<file path="config.mk">
export PLATFORM = sky130hd
export DESIGN_NAME = multi_rate_clk_gen
export DESIGN_NICKNAME = d
export VERILOG_FILES = /design/src/rtl/multi_rate_clk_gen.sv
export SDC_FILE = /design/constraint.sdc
export NUM_CORES = 1
export LEC_CHECK = 0
export CAP_MARGIN = 20
export CELL_PAD_IN_SITES_DETAIL_PLACEMENT = 0
export CELL_PAD_IN_SITES_GLOBAL_PLACEMENT = 2
export CORE_ASPECT_RATIO = 1.75
export CORE_UTILIZATION = 44
export CTS_CLUSTER_DIAMETER = 80
export CTS_CLUSTER_SIZE = 14
export DETAILED_ROUTE_END_ITERATION = 16
export PLACE_DENSITY = 0.95
export SLEW_MARGIN = 20
export SYNTH_ARGS = -nofsm -noshare
export SYNTH_HDL_FRONTEND = slang
export SYNTH_SLANG_ARGS = --single-unit
export TNS_END_PERCENT = 5
</file>
<file path="constraint.sdc">
create_clock -name clk_fiftymhz -period 17.4 [get_ports clk_fiftymhz]
set_input_delay 2.61 -clock clk_fiftymhz [delete_from_list [all_inputs] [get_ports clk_fiftymhz]]
set_output_delay 2.61 -clock clk_fiftymhz [all_outputs]
set_load 0.01 [all_outputs]
</file>
<file path="src/rtl/multi_rate_clk_gen.sv">
// Multi-channel programmable clock divider: each channel produces a divided square-wave
// (or pulse) clock and a one-cycle period tick; divisor/mode changes land on a period boundary.
module multi_rate_clk_gen #(
    parameter int CLK_HZ = 50000000,
    parameter int NUM_CH = 4,
    parameter int CNT_W  = 26,
    parameter int CH_W   = 2
) (
    input  logic              clk_fiftymhz,
    input  logic              rst,
    input  logic              cfg_we,
    input  logic [CH_W-1:0]   cfg_ch,
    input  logic [CNT_W-1:0]  cfg_div,
    input  logic              cfg_mode,
    output logic              cfg_ack,
    output logic              cfg_err,
    input  logic [NUM_CH-1:0] ch_en,
    input  logic              sync_clr,
    output logic [NUM_CH-1:0] clk_out,
    output logic [NUM_CH-1:0] tick
);

    localparam logic [CH_W:0]    LP_NUM_CH = (CH_W + 1)'(NUM_CH);
    localparam logic [CNT_W-1:0] LP_ONE    = CNT_W'(1);
    localparam logic [CNT_W-1:0] LP_ZERO   = CNT_W'(0);

    logic [CNT_W-1:0]  r_div     [NUM_CH];
    logic [CNT_W-1:0]  r_pdiv    [NUM_CH];
    logic [CNT_W-1:0]  r_cnt     [NUM_CH];
    logic [NUM_CH-1:0] r_mode;
    logic [NUM_CH-1:0] r_pmode;
    logic [NUM_CH-1:0] r_pend;
    logic [NUM_CH-1:0] r_clk_out;
    logic [NUM_CH-1:0] r_tick;
    logic              r_cfg_ack;
    logic              r_cfg_err;

    logic              w_cfg_ok;
    logic [NUM_CH-1:0] w_wr;
    logic [NUM_CH-1:0] w_wrap;
    logic [NUM_CH-1:0] w_apply;
    logic [CNT_W-1:0]  w_half_m1 [NUM_CH];
    logic [CNT_W-1:0]  w_div_nx  [NUM_CH];
    logic [CNT_W-1:0]  w_pdiv_nx [NUM_CH];
    logic [CNT_W-1:0]  w_cnt_nx  [NUM_CH];
    logic [NUM_CH-1:0] w_mode_nx;
    logic [NUM_CH-1:0] w_pmode_nx;
    logic [NUM_CH-1:0] w_pend_nx;
    logic [NUM_CH-1:0] w_clk_nx;
    logic [NUM_CH-1:0] w_tick_nx;

    assign clk_out = r_clk_out;
    assign tick    = r_tick;
    assign cfg_ack = r_cfg_ack;
    assign cfg_err = r_cfg_err;

    // Per-channel next-state: config capture, pending apply, counter, clock and tick.
    always_comb begin
        w_cfg_ok = cfg_we && (cfg_div != LP_ZERO) && ({1'b0, cfg_ch} < LP_NUM_CH);
        for (int i = 0; i < NUM_CH; i++) begin
            w_wr[i]       = w_cfg_ok && (cfg_ch == CH_W'(i));
            w_wrap[i]     = ch_en[i] && (r_cnt[i] == (r_div[i] - LP_ONE));
            w_apply[i]    = r_pend[i] && (sync_clr || !ch_en[i] || w_wrap[i]);
            // ceil(D/2)-1 without forming D+1, which could overflow at full width
            w_half_m1[i]  = (r_div[i] >> 1) + CNT_W'(r_div[i][0]) - LP_ONE;
            w_div_nx[i]   = w_apply[i] ? r_pdiv[i] : r_div[i];
            w_mode_nx[i]  = w_apply[i] ? r_pmode[i] : r_mode[i];
            w_pend_nx[i]  = w_wr[i] || (r_pend[i] && !w_apply[i]);
            w_pdiv_nx[i]  = w_wr[i] ? cfg_div : r_pdiv[i];
            w_pmode_nx[i] = w_wr[i] ? cfg_mode : r_pmode[i];
            w_cnt_nx[i]   = LP_ZERO;
            w_tick_nx[i]  = 1'b0;
            w_clk_nx[i]   = !w_mode_nx[i];
            if (sync_clr || !ch_en[i]) begin
                w_cnt_nx[i]  = LP_ZERO;
                w_tick_nx[i] = 1'b0;
                w_clk_nx[i]  = !w_mode_nx[i];
            end else if (w_wrap[i]) begin
                w_cnt_nx[i]  = LP_ZERO;
                w_tick_nx[i] = 1'b1;
                w_clk_nx[i]  = 1'b1;
            end else begin
                w_cnt_nx[i]  = r_cnt[i] + LP_ONE;
                w_tick_nx[i] = 1'b0;
                if (r_mode[i]) begin
                    w_clk_nx[i] = 1'b0;
                end else if (r_cnt[i] == w_half_m1[i]) begin
                    w_clk_nx[i] = 1'b0;
                end else begin
                    w_clk_nx[i] = r_clk_out[i];
                end
            end
        end
    end

    // State and output registers with asynchronous reset.
    always_ff @(posedge clk_fiftymhz or posedge rst) begin
        if (rst) begin
            for (int i = 0; i < NUM_CH; i++) begin
                r_div[i]  <= CNT_W'(CLK_HZ);
                r_pdiv[i] <= CNT_W'(CLK_HZ);
                r_cnt[i]  <= LP_ZERO;
            end
            r_mode    <= {NUM_CH{1'b0}};
            r_pmode   <= {NUM_CH{1'b0}};
            r_pend    <= {NUM_CH{1'b0}};
            r_clk_out <= {NUM_CH{1'b1}};
            r_tick    <= {NUM_CH{1'b0}};
            r_cfg_ack <= 1'b0;
            r_cfg_err <= 1'b0;
        end else begin
            for (int i = 0; i < NUM_CH; i++) begin
                r_div[i]  <= w_div_nx[i];
                r_pdiv[i] <= w_pdiv_nx[i];
                r_cnt[i]  <= w_cnt_nx[i];
            end
            r_mode    <= w_mode_nx;
            r_pmode   <= w_pmode_nx;
            r_pend    <= w_pend_nx;
            r_clk_out <= w_clk_nx;
            r_tick    <= w_tick_nx;
            r_cfg_ack <= w_cfg_ok;
            r_cfg_err <= cfg_we && !w_cfg_ok;
        end
    end

endmodule

</file>
==> flow_metrics.py <==
metrics = {
    "outcome": {
        "status": "complete, no violations",
    },
    "cells_and_area": {
        "synthToLayoutAreaGrowth_pct": 6.90,
        "seqCellArea_um2": 8480,
        "finish.net_count": 2275,
        "multi_input_area_um2": 12200,
        "drive_above_1_share": 0.155,
        "final_cells": 2895,
        "insertedDiodeCount": 0,
        "final_core_util": 0.476,
        "fill_cells": 4563,
    },
    "synthesis": {
        "syn_inst": 2321,
        "ys_dominant_reg_cell": "dfrtp_1",
        "synth.area.top_cells": "dfrtp_1 27%, dfstp_2 12%, xnor2_1 8.2%",
        "seq_area_frac_synth": 0.392,
        "synth_top_area_frac": 0.271,
        "syn-num-nets": 2374,
        "synth_top_area_cell": "dfrtp_1",
        "ys_warn_count": 0,
        "ys_seq_elements": 334,
        "ys_types": 83,
        "avgSynthCellArea_um2": 9.33,
        "syn-cell-area_um2": 21600,
        "synth_edf_count": 0,
        "async_flop_share": 1.00,
    },
    "clock_tree": {
        "clk_pin_slew_worst_paths_ns": 0.07,
        "post_cts_buffers": 0,
        "cts_resized": 0,
        "cts_tree": "built",
        "worstSkewPairLatency_ns": 0.59,
        "cts_max_level": 1,
        "ctsLongestPathBuffers": 3,
        "cts_made_buffers": 27,
        "postCtsHoldBufs": 0,
        "clock_sinks": 334,
        "root_buffer": "clkbuf_16",
    },
    "floorplanning": {
        "die_w_um": 170,
        "start_util": 0.445,
        "die_y_um": 295,
        "rows": 107,
        "io_pins": 47,
        "die_area_um2": 50100,
        "core_um2": 48600,
    },
    "place": {
        "dp_hpwl_mm": 45.9,
        "port_buffers": 46,
        "dpl.cell_count": 2846,
        "gp_congestion": 0.924,
    },
    "grt": {
        "track_usage": 0.251,
        "grt_max_degree": 156,
        "grt_use_met1": 0.289,
        "grt_use_met2": 0.464,
        "overflow": 0,
        "grt_pass1_wl_mm": 98.7,
        "grt_pass1_vias": 17500,
        "antenna_found_initial": 0,
        "busiest_layer": "met2",
        "gr-usage-met3": 0.0170,
    },
    "pwr": {
        "power_per_cell_area_nw_per_um2": 111,
        "swShare": 0.371,
        "comb_power_share": 0.295,
        "p_sw_uw": 952,
        "power.share.clock": 0.226,
        "power_mw": 2.57,
        "ir_drop_mv": 0.0806,
        "pwr-share-seq": 0.479,
        "p_int_mw": 1.62,
        "p_leak_nw": 8.58,
    },
    "route": {
        "num_vias": 17300,
        "wl_per_cell_um": 21.4,
        "wirelength_mm": 61.9,
        "vias_per_cell": 5.96,
        "drc": 0,
        "drt_iter0_markers": 1000,
        "ant_nets": 0,
        "drt_pre_antenna_iters": 5,
    },
    "timing": {
        "maxSlewHeadroom": 0.270,
        "finalSetupTns_ns": 0,
        "max_clock_freq_mhz": 201,
        "setup_viol": 0,
        "period_share": 0.286,
        "worstMarginPinSlew_ns": 1.10,
        "hold_violations": 0,
        "skew_ns": 0.0288,
        "rsz0062_at_grt": "no",
        "slew_viol_final": 0,
        "min_period_ns": 4.98,
    },
    "critical_path": {
        "critPathLaunchType": "input pin",
        "critPathKind": "input pin to flop",
        "cp_data_required_time_ns": 17.80,
        "crit_fanout": 28,
        "cp-end-kind": "flop",
        "arrival_ns": 5.38,
    },
    "run": {
        "drv_cap": 0,
    },
    "hold_path": {
        "hp-class": "flop to flop",
    },
}
## worst max-delay path, cell delays in order
cell and delay, ns:
clkdlybuf4s50_1 0.49, nand3_1 0.10, or4bb_1 0.51, nand4b_1 0.17
or4_1 0.45, buf_4 0.26, nor2_4 0.62, nor3_1 0.13
## cell families (layout without fill, tap and decap cells)
logic type	after synthesis	after routing	synth area share
AOI/OAI and AO/OA	326	326	0.109
xor gates and xnor gates	352	352	0.142
adders and majority gates	16	16	0.00925
buffers and inverters	241	161	0.0439
DFF	334	334	0.392
muxes	179	179	0.0958
and+or+nand+nor	873	873	0.208
## power groups by stage
stage	combinational (mW)	clock, mW	sequential, mW
2_1_floorplan	0.722	0	1.03
3_3_place_gp	0.734	0	1.23
3_5_place_dp	0.751	0	1.24
4_1_cts	0.756	0.596	1.23
5_1_grt	0.832	0.624	1.25
6_report	0.757	0.580	1.23
## state kept, by name, summed over array words and instances (netlist names), named ones only
signal,count
r_div,104
r_pdiv,104
cfg_err,1
r_pmode,4
tick,4
clk_out,4
r_pend,4
cfg_ack,1
r_cnt,104
## synth_stat cells, types with 16 or more instances
| cell type | number |
|---|---|
| nor2_1 | 166 |
| inv_1 | 39 |
| nand4_1 | 42 |
| dfstp_2 | 100 |
| nand3_1 | 99 |
| clkbuf_1 | 170 |
| o21ai_0 | 36 |
| nor4_1 | 60 |
| xor2_1 | 150 |
| ha_1 | 16 |
| or3_1 | 19 |
| nand2_1 | 195 |
| nor3_1 | 107 |
| a21oi_1 | 42 |
| mux2_2 | 142 |
| mux2_4 | 20 |
| and3_1 | 48 |
| o211ai_1 | 116 |
| buf_2 | 18 |
| or4_1 | 26 |
| dfrtp_1 | 234 |
| xnor2_1 | 202 |
## path summary, 6_finish.rpt
path	start	end	slack (ns)	cells after the start
hold reg to reg	r_pdiv[23]	r_div[23]	0.48	2
setup / recovery	ch_en[3]	r_cnt[20]	12.42	8
setup reg to reg	r_div[0]	r_cnt[20]	12.77	11
min in group asynchronous	rst	r_cnt[44]	2.58	2
hold / removal	r_pdiv[23]	r_div[23]	0.48	2
max in group asynchronous	rst	r_pdiv[10]	13.28	3
## layout by cell type (no fill, tap or decap), drive strengths merged, types with 99 or more instances in the layout
master,Yosys,layout
dfstp,100,100
nand2,195,195
nor3,107,107
xor2,150,150
o211ai,116,116
nor2,167,167
xnor2,202,202
nand3,99,99
dfrtp,234,234
mux2,165,165
## per-stage QoR
stage,cell area (um2),hold WS [ns],worst slack [ns]
after floorplan,21600,0.452,5.70
after global placement,22300,0.475,11.65
after detailed placement,22300,0.483,11.90
after CTS,23100,0.491,12.47
after global routing,23100,0.518,12.30
final,23100,0.483,12.42
## routing by layer
metal | wire (um) | vias to the layer above
li1 | - | 8069
met1 | 24300 | 8629
met2 | 32600 | 419
met3 | 1790 | 146
met4 | 3220 | 0
met5 | 0 | -
## cell type report
class,count,share of cell area
timing repair buffer,72,0.0297
multi-input combinational,1746,0.528
clock inverter,1,0.000379
inverter,41,0.00698
sequential,334,0.367
tap,654,0.0354
clock buffer,47,0.0324
(Power assumes the default switching activity.)
